`src/rtl/des_pkg.sv`:
```
`default_nettype none
// ----------------------------------------------------------------------------
// des_pkg : DES key-schedule tables, widths and state encoding.
// Revision 1.0
// ----------------------------------------------------------------------------
package des_pkg;

  localparam int KEY_W      = 64;
  localparam int CD_W       = 28;
  localparam int SUBKEY_W   = 48;
  localparam int NUM_ROUNDS = 16;

  // Entries are 1-based FIPS bit numbers of the source vector.
  localparam int PC1 [56] = '{
    57, 49, 41, 33, 25, 17,  9,  1, 58, 50, 42, 34, 26, 18,
    10,  2, 59, 51, 43, 35, 27, 19, 11,  3, 60, 52, 44, 36,
    63, 55, 47, 39, 31, 23, 15,  7, 62, 54, 46, 38, 30, 22,
    14,  6, 61, 53, 45, 37, 29, 21, 13,  5, 28, 20, 12,  4
  };

  localparam int PC2 [48] = '{
    14, 17, 11, 24,  1,  5,  3, 28, 15,  6, 21, 10,
    23, 19, 12,  4, 26,  8, 16,  7, 27, 20, 13,  2,
    41, 52, 31, 37, 47, 55, 30, 40, 51, 45, 33, 48,
    44, 49, 39, 56, 34, 53, 46, 42, 50, 36, 29, 32
  };

  // Encrypt rotation per output position; decrypt reuses entries 1..15.
  localparam logic [1:0] SHIFT_SCHED [16] = '{
    2'd1, 2'd1, 2'd2, 2'd2, 2'd2, 2'd2, 2'd2, 2'd2,
    2'd1, 2'd2, 2'd2, 2'd2, 2'd2, 2'd2, 2'd2, 2'd1
  };

  typedef enum logic [0:0] {
    ST_IDLE = 1'b0,
    ST_RUN  = 1'b1
  } state_t;

  function automatic logic [CD_W-1:0] rotl28(input logic [CD_W-1:0] v, input logic [1:0] n);
    logic [CD_W-1:0] r;
    case (n)
      2'd1:    r = {v[CD_W-2:0], v[CD_W-1]};
      2'd2:    r = {v[CD_W-3:0], v[CD_W-1:CD_W-2]};
      default: r = v;
    endcase
    return r;
  endfunction

  function automatic logic [CD_W-1:0] rotr28(input logic [CD_W-1:0] v, input logic [1:0] n);
    logic [CD_W-1:0] r;
    case (n)
      2'd1:    r = {v[0], v[CD_W-1:1]};
      2'd2:    r = {v[1:0], v[CD_W-1:2]};
      default: r = v;
    endcase
    return r;
  endfunction

endpackage

`default_nettype wire

```
`src/rtl/des_pc2_perm.sv`:
```
`default_nettype none
// ----------------------------------------------------------------------------
// des_pc2_perm : combinational PC-2 selection of 48 subkey bits from C||D.
// Revision 1.0
// ----------------------------------------------------------------------------
module des_pc2_perm
  import des_pkg::*;
(
  input  logic [2*CD_W-1:0]   i_cd,
  output logic [SUBKEY_W-1:0] o_subkey
);

  // FIPS bit 1 sits at the MSB of both vectors.
  for (genvar j = 0; j < SUBKEY_W; j++) begin : g_bit
    assign o_subkey[SUBKEY_W-1-j] = i_cd[2*CD_W - PC2[j]];
  end

endmodule

`default_nettype wire

```
`src/rtl/des_key_schedule.sv`:
```
`default_nettype none
// ----------------------------------------------------------------------------
// des_key_schedule : on-the-fly DES subkey generator, encrypt or decrypt order.
// Revision 1.0
// ----------------------------------------------------------------------------
module des_key_schedule
  import des_pkg::*;
#(
  parameter int PARITY_CHECK = 0
) (
  input  logic                wClk,
  input  logic                wReset,
  input  logic                wKeyValid,
  output logic                wKeyReady,
  input  logic [KEY_W-1:0]    wKey,
  input  logic                wDecrypt,
  output logic [SUBKEY_W-1:0] wSubkey,
  output logic                wSubkeyValid,
  input  logic                wSubkeyReady,
  output logic [3:0]          wRound,
  output logic                wLastRound,
  output logic                wKeyErr
);

  state_t          r_state;
  state_t          w_state_next;
  logic            w_load;
  logic            w_step;
  logic            w_finish;

  logic [CD_W-1:0] r_c;
  logic [CD_W-1:0] r_d;
  logic [3:0]      r_round;
  logic            r_decrypt;
  logic            r_err;
  logic            r_subkey_valid;
  logic            r_key_ready;

  logic [2*CD_W-1:0]   w_cd0;
  logic [SUBKEY_W-1:0] w_pc2;
  logic                w_parity_err;
  logic [3:0]          w_next_round;
  logic [1:0]          w_shift;
  logic                w_unused_par;

  for (genvar j = 0; j < 2*CD_W; j++) begin : g_pc1
    assign w_cd0[2*CD_W-1-j] = wKey[KEY_W - PC1[j]];
  end

  if (PARITY_CHECK != 0) begin : g_parity_on
    logic [7:0] w_byte_bad;
    for (genvar b = 0; b < 8; b++) begin : g_byte
      assign w_byte_bad[b] = ~^wKey[8*b +: 8];
    end
    assign w_parity_err = |w_byte_bad;
  end else begin : g_parity_off
    assign w_parity_err = 1'b0;
  end

  // Parity bits never reach the subkeys.
  assign w_unused_par = ^{wKey[56], wKey[48], wKey[40], wKey[32],
                          wKey[24], wKey[16], wKey[8],  wKey[0]};

  assign w_next_round = r_round + 4'd1;
  assign w_shift      = SHIFT_SCHED[w_next_round];

  always_ff @(posedge wClk) begin
    if (wReset) begin
      r_state <= ST_IDLE;
    end else begin
      r_state <= w_state_next;
    end
  end

  always_comb begin
    w_state_next = r_state;
    w_load       = 1'b0;
    w_step       = 1'b0;
    w_finish     = 1'b0;
    case (r_state)
      ST_IDLE: begin
        if (wKeyValid) begin
          w_load       = 1'b1;
          w_state_next = ST_RUN;
        end
      end
      ST_RUN: begin
        if (wSubkeyReady) begin
          if (r_round == 4'd15) begin
            w_finish     = 1'b1;
            w_state_next = ST_IDLE;
          end else begin
            w_step = 1'b1;
          end
        end
      end
      default: w_state_next = ST_IDLE;
    endcase
  end

  always_ff @(posedge wClk) begin
    if (wReset) begin
      r_c            <= '0;
      r_d            <= '0;
      r_round        <= 4'd0;
      r_decrypt      <= 1'b0;
      r_err          <= 1'b0;
      r_subkey_valid <= 1'b0;
      r_key_ready    <= 1'b1;
    end else if (w_load) begin
      // Decrypt starts from C16/D16, which equal C0/D0.
      r_c            <= wDecrypt ? w_cd0[2*CD_W-1:CD_W] : rotl28(w_cd0[2*CD_W-1:CD_W], 2'd1);
      r_d            <= wDecrypt ? w_cd0[CD_W-1:0]      : rotl28(w_cd0[CD_W-1:0], 2'd1);
      r_round        <= 4'd0;
      r_decrypt      <= wDecrypt;
      r_err          <= w_parity_err;
      r_subkey_valid <= 1'b1;
      r_key_ready    <= 1'b0;
    end else if (w_step) begin
      r_c     <= r_decrypt ? rotr28(r_c, w_shift) : rotl28(r_c, w_shift);
      r_d     <= r_decrypt ? rotr28(r_d, w_shift) : rotl28(r_d, w_shift);
      r_round <= w_next_round;
    end else if (w_finish) begin
      r_round        <= 4'd0;
      r_err          <= 1'b0;
      r_subkey_valid <= 1'b0;
      r_key_ready    <= 1'b1;
    end
  end

  des_pc2_perm u_pc2 (
    .i_cd     ({r_c, r_d}),
    .o_subkey (w_pc2)
  );

  assign wSubkey      = r_subkey_valid ? w_pc2 : '0;
  assign wSubkeyValid = r_subkey_valid;
  assign wKeyReady    = r_key_ready;
  assign wRound       = r_round;
  assign wLastRound   = r_subkey_valid & (r_round == 4'd15);
  assign wKeyErr      = r_err;

endmodule

`default_nettype wire

```
`config.mk`:
```
export PLATFORM = sky130hd
export DESIGN_NAME = des_key_schedule
export DESIGN_NICKNAME = d
export VERILOG_FILES = /design/src/rtl/des_pkg.sv /design/src/rtl/des_pc2_perm.sv /design/src/rtl/des_key_schedule.sv
export SDC_FILE = /design/constraint.sdc
export NUM_CORES = 1
export LEC_CHECK = 0
export CORE_MARGIN = 2
export CORE_UTILIZATION = 45
export CTS_CLUSTER_DIAMETER = 150
export CTS_CLUSTER_SIZE = 20
export DETAILED_ROUTE_END_ITERATION = 8
export PLACE_DENSITY = 0.76
export SLEW_MARGIN = 10
export SYNTH_ARGS = -nofsm -noshare
export SYNTH_HDL_FRONTEND = slang
export SYNTH_SLANG_ARGS = --single-unit
```
`constraint.sdc`:
```
create_clock -name wClk -period 2.14 [get_ports wClk]
set_input_delay 0.535 -clock wClk [delete_from_list [all_inputs] [get_ports wClk]]
set_output_delay 0.535 -clock wClk [all_outputs]
set_load 0.01 [all_outputs]
```
; After elaboration in Yosys (flattened, before gate mapping)
; Memory sizes are Yosys's and may differ from the RTL's.
; Cells that the tools add are included.
[word_totals]
reg_bits = 64
rom_bits = 32
input_bits = 69
out_inout_bits = 56
elab_cells = 57
memories = 1
[op_classes]
addsub = 1
order_cmp = 1
n_eq_ne = 4
muxes = 33
n_bitwise = 3
reduce_logical = 7
[mem_list]
columns = name, words, width, read_ports, rd_clocked_by_memory_dff, write_ports, line
row1 = (name not given), 16, 2, 1, 0, 0, des_key_schedule.sv:65  ; assign w_shift = SHIFT_SCHED[w_next_round];
[op_table]
columns = operator, n
row1 = 28-bit 2-to-1 mux, 8
row2 = 28-bit one-hot mux with 2 select lines, 4
row3 = 48-bit 2-to-1 mux, 1
row4 = 1-bit 2-to-1 mux, 15
row5 = 4-bit 2-to-1 mux, 2
row6 = 2-bit nonzero test, 3
row7 = "5-bit >= comparator, second input constant", 1
row8 = 4-bit NOT with 5-bit output, 1
row9 = "4-bit by 1-bit adder with 4-bit output, second input constant", 1
row10 = "4-bit equality test, second input constant", 1
row11 = 2-bit 2-to-1 mux, 2
row12 = 2-bit AND reduction, 2
row13 = 3-bit nonzero test, 1
row14 = "2-bit by 1-bit equality test with 1-bit output, second input constant", 1
row15 = "2-bit equality test, second input constant", 1
row16 = "2-bit inequality test, second input constant", 1
row17 = 1-bit one-hot mux with 2 select lines, 1
row18 = 2-bit OR reduction, 1
row19 = 1-bit bitwise AND, 1
row20 = 1-bit NOT, 1

; Longest topological paths before layout
; Gate-level depths: netlist of the first run.
[logic_depth]
depth_word = 10
ltp_mapped = 11
ltp_nobuf = 8

; Hierarchy
; From an unflattened synthesis of the first run, not the netlist that was laid out.
[unflattened]
cells_unflattened = 786
area_unflattened_um2 = 5999.5
[modules_own_cells]
columns = mod, n_inst, cells_each, area_each_um2, seq_area_each_um2
row1 = des_key_schedule, 1, 738, 5639.2, 1281.2
row2 = des_pc2_perm, 1, 48, 360.3, 0.0

; Worst setup path after synthesis of the first run
; No wires, ideal clock.
[synth_path]
path_kind = register to register
start = register r_round[0], in the netlist wRound[0]
end = register r_d[25]
setup_ns = 0.136
arrival_ns = 2.149
t_required_ns = 2.004
slack_ns = -0.145
stages_incl_launch_ff = 11
path_buffers = 4
period_less_slack_ns = 2.285
cell_sequence = dfxtp_1 ha_1 buf_2 and2_1 o21ai_1 a221o_1 buf_2 buf_6 buf_4 a311oi_1 a31oi_1
[synth_via]
elab_chain_len = 10
elab_cells_between_ends = 19
cone_classes = add/sub (1) / eq/ne (3) / mux (10) / bitwise (1) / reduce/logical (3) / memory (1)
[synth_lines]
columns = element, line
row1 = "start, declared", des_key_schedule.sv:33  ; logic [3:0] r_round;
row2 = "start signal, assigned", des_key_schedule.sv:122  ; r_round <= w_next_round;
row3 = 4-bit by 1-bit adder with 4-bit output, des_key_schedule.sv:64  ; assign w_next_round = r_round + 4'd1;
row4 = 4-bit NOT with 5-bit output (not written as such), des_key_schedule.sv:65
row5 = memory read 16 x 2 bit, -
row6 = 2-bit 2-to-1 mux (not written as such) (2 in a row), des_key_schedule.sv:65
row7 = 2-bit equality test / 2-bit by 1-bit equality test with 1-bit output (equally long branches), "des_pkg.sv:41, des_pkg.sv:51"
row8 = "28-bit one-hot mux with 2 select lines, on equally long branches", "des_pkg.sv:41, des_pkg.sv:51"
row9 = 28-bit 2-to-1 mux, des_key_schedule.sv:121  ; r_d <= r_decrypt ? rotr28(r_d, w_shift) : rotl28(r_d, w_shift);
row10 = 28-bit 2-to-1 mux, des_key_schedule.sv:119  ; end else if (w_step) begin
row11 = 28-bit 2-to-1 mux, des_key_schedule.sv:110  ; end else if (w_load) begin
row12 = "end signal, assigned", des_key_schedule.sv:113  ; r_d <= wDecrypt ? w_cd0[CD_W-1:0] : rotl28(w_cd0[CD_W-1:0], 2'd1);
row13 = "end signal, assigned", des_key_schedule.sv:121
row14 = "end, declared", des_key_schedule.sv:32  ; logic [CD_W-1:0] r_d;
; Parallel ways exist; a longest one is shown, timed or not. The select of a mux whose other input is x is not followed.
; A chain may end at the register's enable or synchronous reset.

; Worst setup path in the final report of the first run
[layout_path]
start = register r_round[0], in the netlist wRound[0]
end = register r_d[13]
; Same word-level chain as after synthesis.

==> reports/results.tsv, run 1 <==
metric	value	unit
outcome	finished, violations left	
failing checks	design-rule violations, negative setup slack	
CTS sink count	64	
cells on worst reg2reg path	9	
Core Region	11520	um^2
Max clock buf depth	2	
critical path arrival	2440	ps
fin crit share	102.6	%
largest net degree at the start of global routing	47	
final WL	19500	um
hold path cells	2	
Final setup viols	3	
Crit path top cell by count	nor3_1	
Worst Path Required	2380	ps
hold buffer count at CTS	0	
#FFs+latches synth	64	
commonest cells in the netlist	100 x mux2i_1, 87 x nor2_1, 71 x nand2_1	
GRT met1 Usage	36.39	%
# IOs	125	
Rows	39	
final hold viol count	0	
Min Hold Slack	475.8	ps
Max Slew Vio Count	0	
Async S/R FF share, synth	0	%
Vert. Die Dim	113.2	um
GRT met2 Usage	44.83	%
total CTS buffers	9	
synth warn	0	
EDFF count, synth	0	
sequential-to-total area share from yosys stat	23.88	%
wire per inst	19.11	um
Lkg Pwr	3.251	nW
PD cells	565.0	nW/um^2
syn nets	800	
final worst setup slack	-56.29	ps
Synth cell types	50	
CTS tree	yes	
Min Clock Period, post-route	2196	ps
Design Area, Final	7888	um^2
Worst R2R Start	wRound[0]	
H-tree levels	3	
hold_sp	wKeyReady	
Setup crit end kind	register	
WS Path Type	register to register	
overflow left after global routing	0	
Total Die Area	12820	um^2
VDD IR-drop max	434.8	uV
top-area cell type share of the netlist area	23.88	%
Total GRT Usage	27.33	%
routability cong.	0.8982	
global-route track usage on met3	2.946	%
cell taking the most area after synthesis	dfxtp_1	
Critical R2R Capture	r_d[13]	
cell chain of the critical path	ha_4 -> and2_4 -> o21ai_4 -> a221oi_4 -> buf_6 -> buf_12 -> mux2i_1 -> nor3_1 -> nor3_1	
initial core utilization	46.60	%
WP buf/inv	2	
I/O Buffers	115	
Clk pin slew, worst setup/hold paths	60	ps
Cells after Synth	729	
slowest CP cell	dfxtp_4	
Fillers	864	
MaxCap Viol Count	0	
min-delay worst type	register to register	
Routed Antenna Nets	0	
clock root buffer	clkbuf_16	
initial antenna violation count	0	
Remaining DRCs	5	
first-pass GRT wire length	29140	um
unrepaired setup endpoints after global routing	true	
Max stage delay on crit path	380	ps
Syn Std Cell Area	5366	um^2
area growth from synthesis to layout	46.98	%
clock latency at the later pin of the worst-skew pair	330	ps
vias in the first global route	6022	
Hold Crit Endpoint	wKeyReady	
drt pass-1 iters	7	
Syn Area/Cell	7.361	um^2
top-count cell post-synth	mux2i_1	
nets	943	
fmax	455.3	MHz
GRT busiest layer	met2	
Iter 0 DRT Violations	661	
Post-Place Cell Area	7131	um^2
crit path launch type	register	
critical path peak fanout	13	
Setup Skew	7.606	ps
Primary FF master, synth	dfxtp_1	
dpl hpwl	12450	um
n_diodes	0	
register-to-register setup slack	-60	ps
layout cells sized above 1	18.02	%
via count	6479	
chip width	113.2	um
CP delay by family, top	compound AO/OA/AOI/OAI gates	
drt via density	6.352	
Synth area leaders	dfxtp_1 24%, mux2i_1 19%, nor2_1 6.1%	
-- cell type report --
type | count | area (um^2) | area share [%]
well taps | 143 | 178.9 | 2.268
multi-input cells | 589 | 3945 | 50.02
clock inverters | 7 | 120.1 | 1.523
repair buffers | 205 | 2112 | 26.78
clock buffers | 9 | 225.2 | 2.855
inverters | 3 | 13.76 | 0.1745
flip-flops and latches | 64 | 1292 | 16.39
-- tightest hold or removal path, stage by stage, from the launching register on --
cell and delay (ps):
dfxtp_1 320, nand2_1 60, nand2_1 50
-- registers in the layout, summed over array words and instances, names as in the netlist --
name,cells
r_c,28
r_decrypt,1
r_state,1
wSubkeyValid,1
wRound,4
r_d,28
wKeyReady,1
-- kinds of logic (layout without fill, tap and decap cells) --
group | after synthesis | after routing | synth area share, %
muxes | 106 | 106 | 20.12
and+or+nand+nor | 294 | 294 | 25.97
buffers and inverters | 76 | 224 | 6.598
xor gates and xnor gates | 3 | 3 | 0.4897
DFF | 64 | 64 | 23.88
adders and majority gates | 2 | 2 | 0.4662
other | 1 | 1 | 0.06988
AOI/OAI and AO/OA | 183 | 183 | 22.41
-- what timing repair did --
item | in CTS | in global routing
setup buffers | 2 | 13
gates cloned | 0 | 2
endpoints found under the setup margin | 64 | 86
pin swaps | 7 | 27
hold endpoints to repair | 0 | 0
gates resized for setup | 23 | 52
-- per-stage QoR --
| step | TNS [ps] | worst slack, ps | power, W | util [%] | cells |
|---|---|---|---|---|---|
| detailed placement | -6894 | -222.4 | 0.002612 | 61.92 | 988 |
| finish | -107.4 | -56.29 | 0.004457 | 68.49 | 1020 |
| CTS | -297.6 | -38.90 | 0.004313 | 65.25 | 1006 |
| global placement | -4517 | -152.1 | 0.002572 | 61.92 | 988 |
| floorplan | 0 | 2.774 | 0.002086 | - | 729 |
| global route | -1756 | -131.7 | 0.004627 | 68.49 | 1020 |
-- worst max-delay path by stage --
| stage | from | end | slack (ps) | cells past startpoint |
|---|---|---|---|---|
| after floorplan | wRound[0] | r_d[25] | 3 | 10 |
| after global placement | wKeyValid | r_c[4] | -150 | 8 |
| after detailed placement | wKeyValid | r_d[24] | -220 | 8 |
| after CTS | wRound[1] | r_d[23] | -40 | 7 |
| after global routing | wRound[0] | r_d[13] | -130 | 9 |
| final | wRound[0] | r_d[13] | -60 | 9 |
-- per-layer routing --
layer | routed length (um) | part of all wire, %
met5 | 0 | 0
met2 | 9276 | 48
met4 | 749 | 3.8
met3 | 1648 | 8.5
met1 | 7821 | 40
-- placed cells by master, fill, tap and decap left out, types with 9 or more instances in the layout --
master,instances
a21oi_1,33
and2_1,50
nor2_1,81
buf_4,60
o21ai_0,42
nand2_1,70
clkdlybuf4s50_1,98
dfxtp_1,61
dlygate4sd2_1,12
a31oi_1,29
nor2b_1,11
nor3_1,44
a211oi_1,12
mux2i_1,98
a311oi_1,12
and3_1,11
clkbuf_16,11
o22ai_1,9
buf_12,19
-- report_power, final --
part           internal [W]  leakage [nW]  switching (W)
Sequential          0.00130         0.530       0.000153
Combinational      0.000639          2.56       0.000639
Clock               0.00114         0.166       0.000589
Total               0.00308          3.25        0.00138
(Power assumes the default switching activity.)
==> run 2: changes to the inputs <==
Settings changed: HOLD_SLACK_MARGIN from default to 0.15.
==> results of run 2 <==
Same layout as run 1: the final DEF is identical, and so are final timing and power.
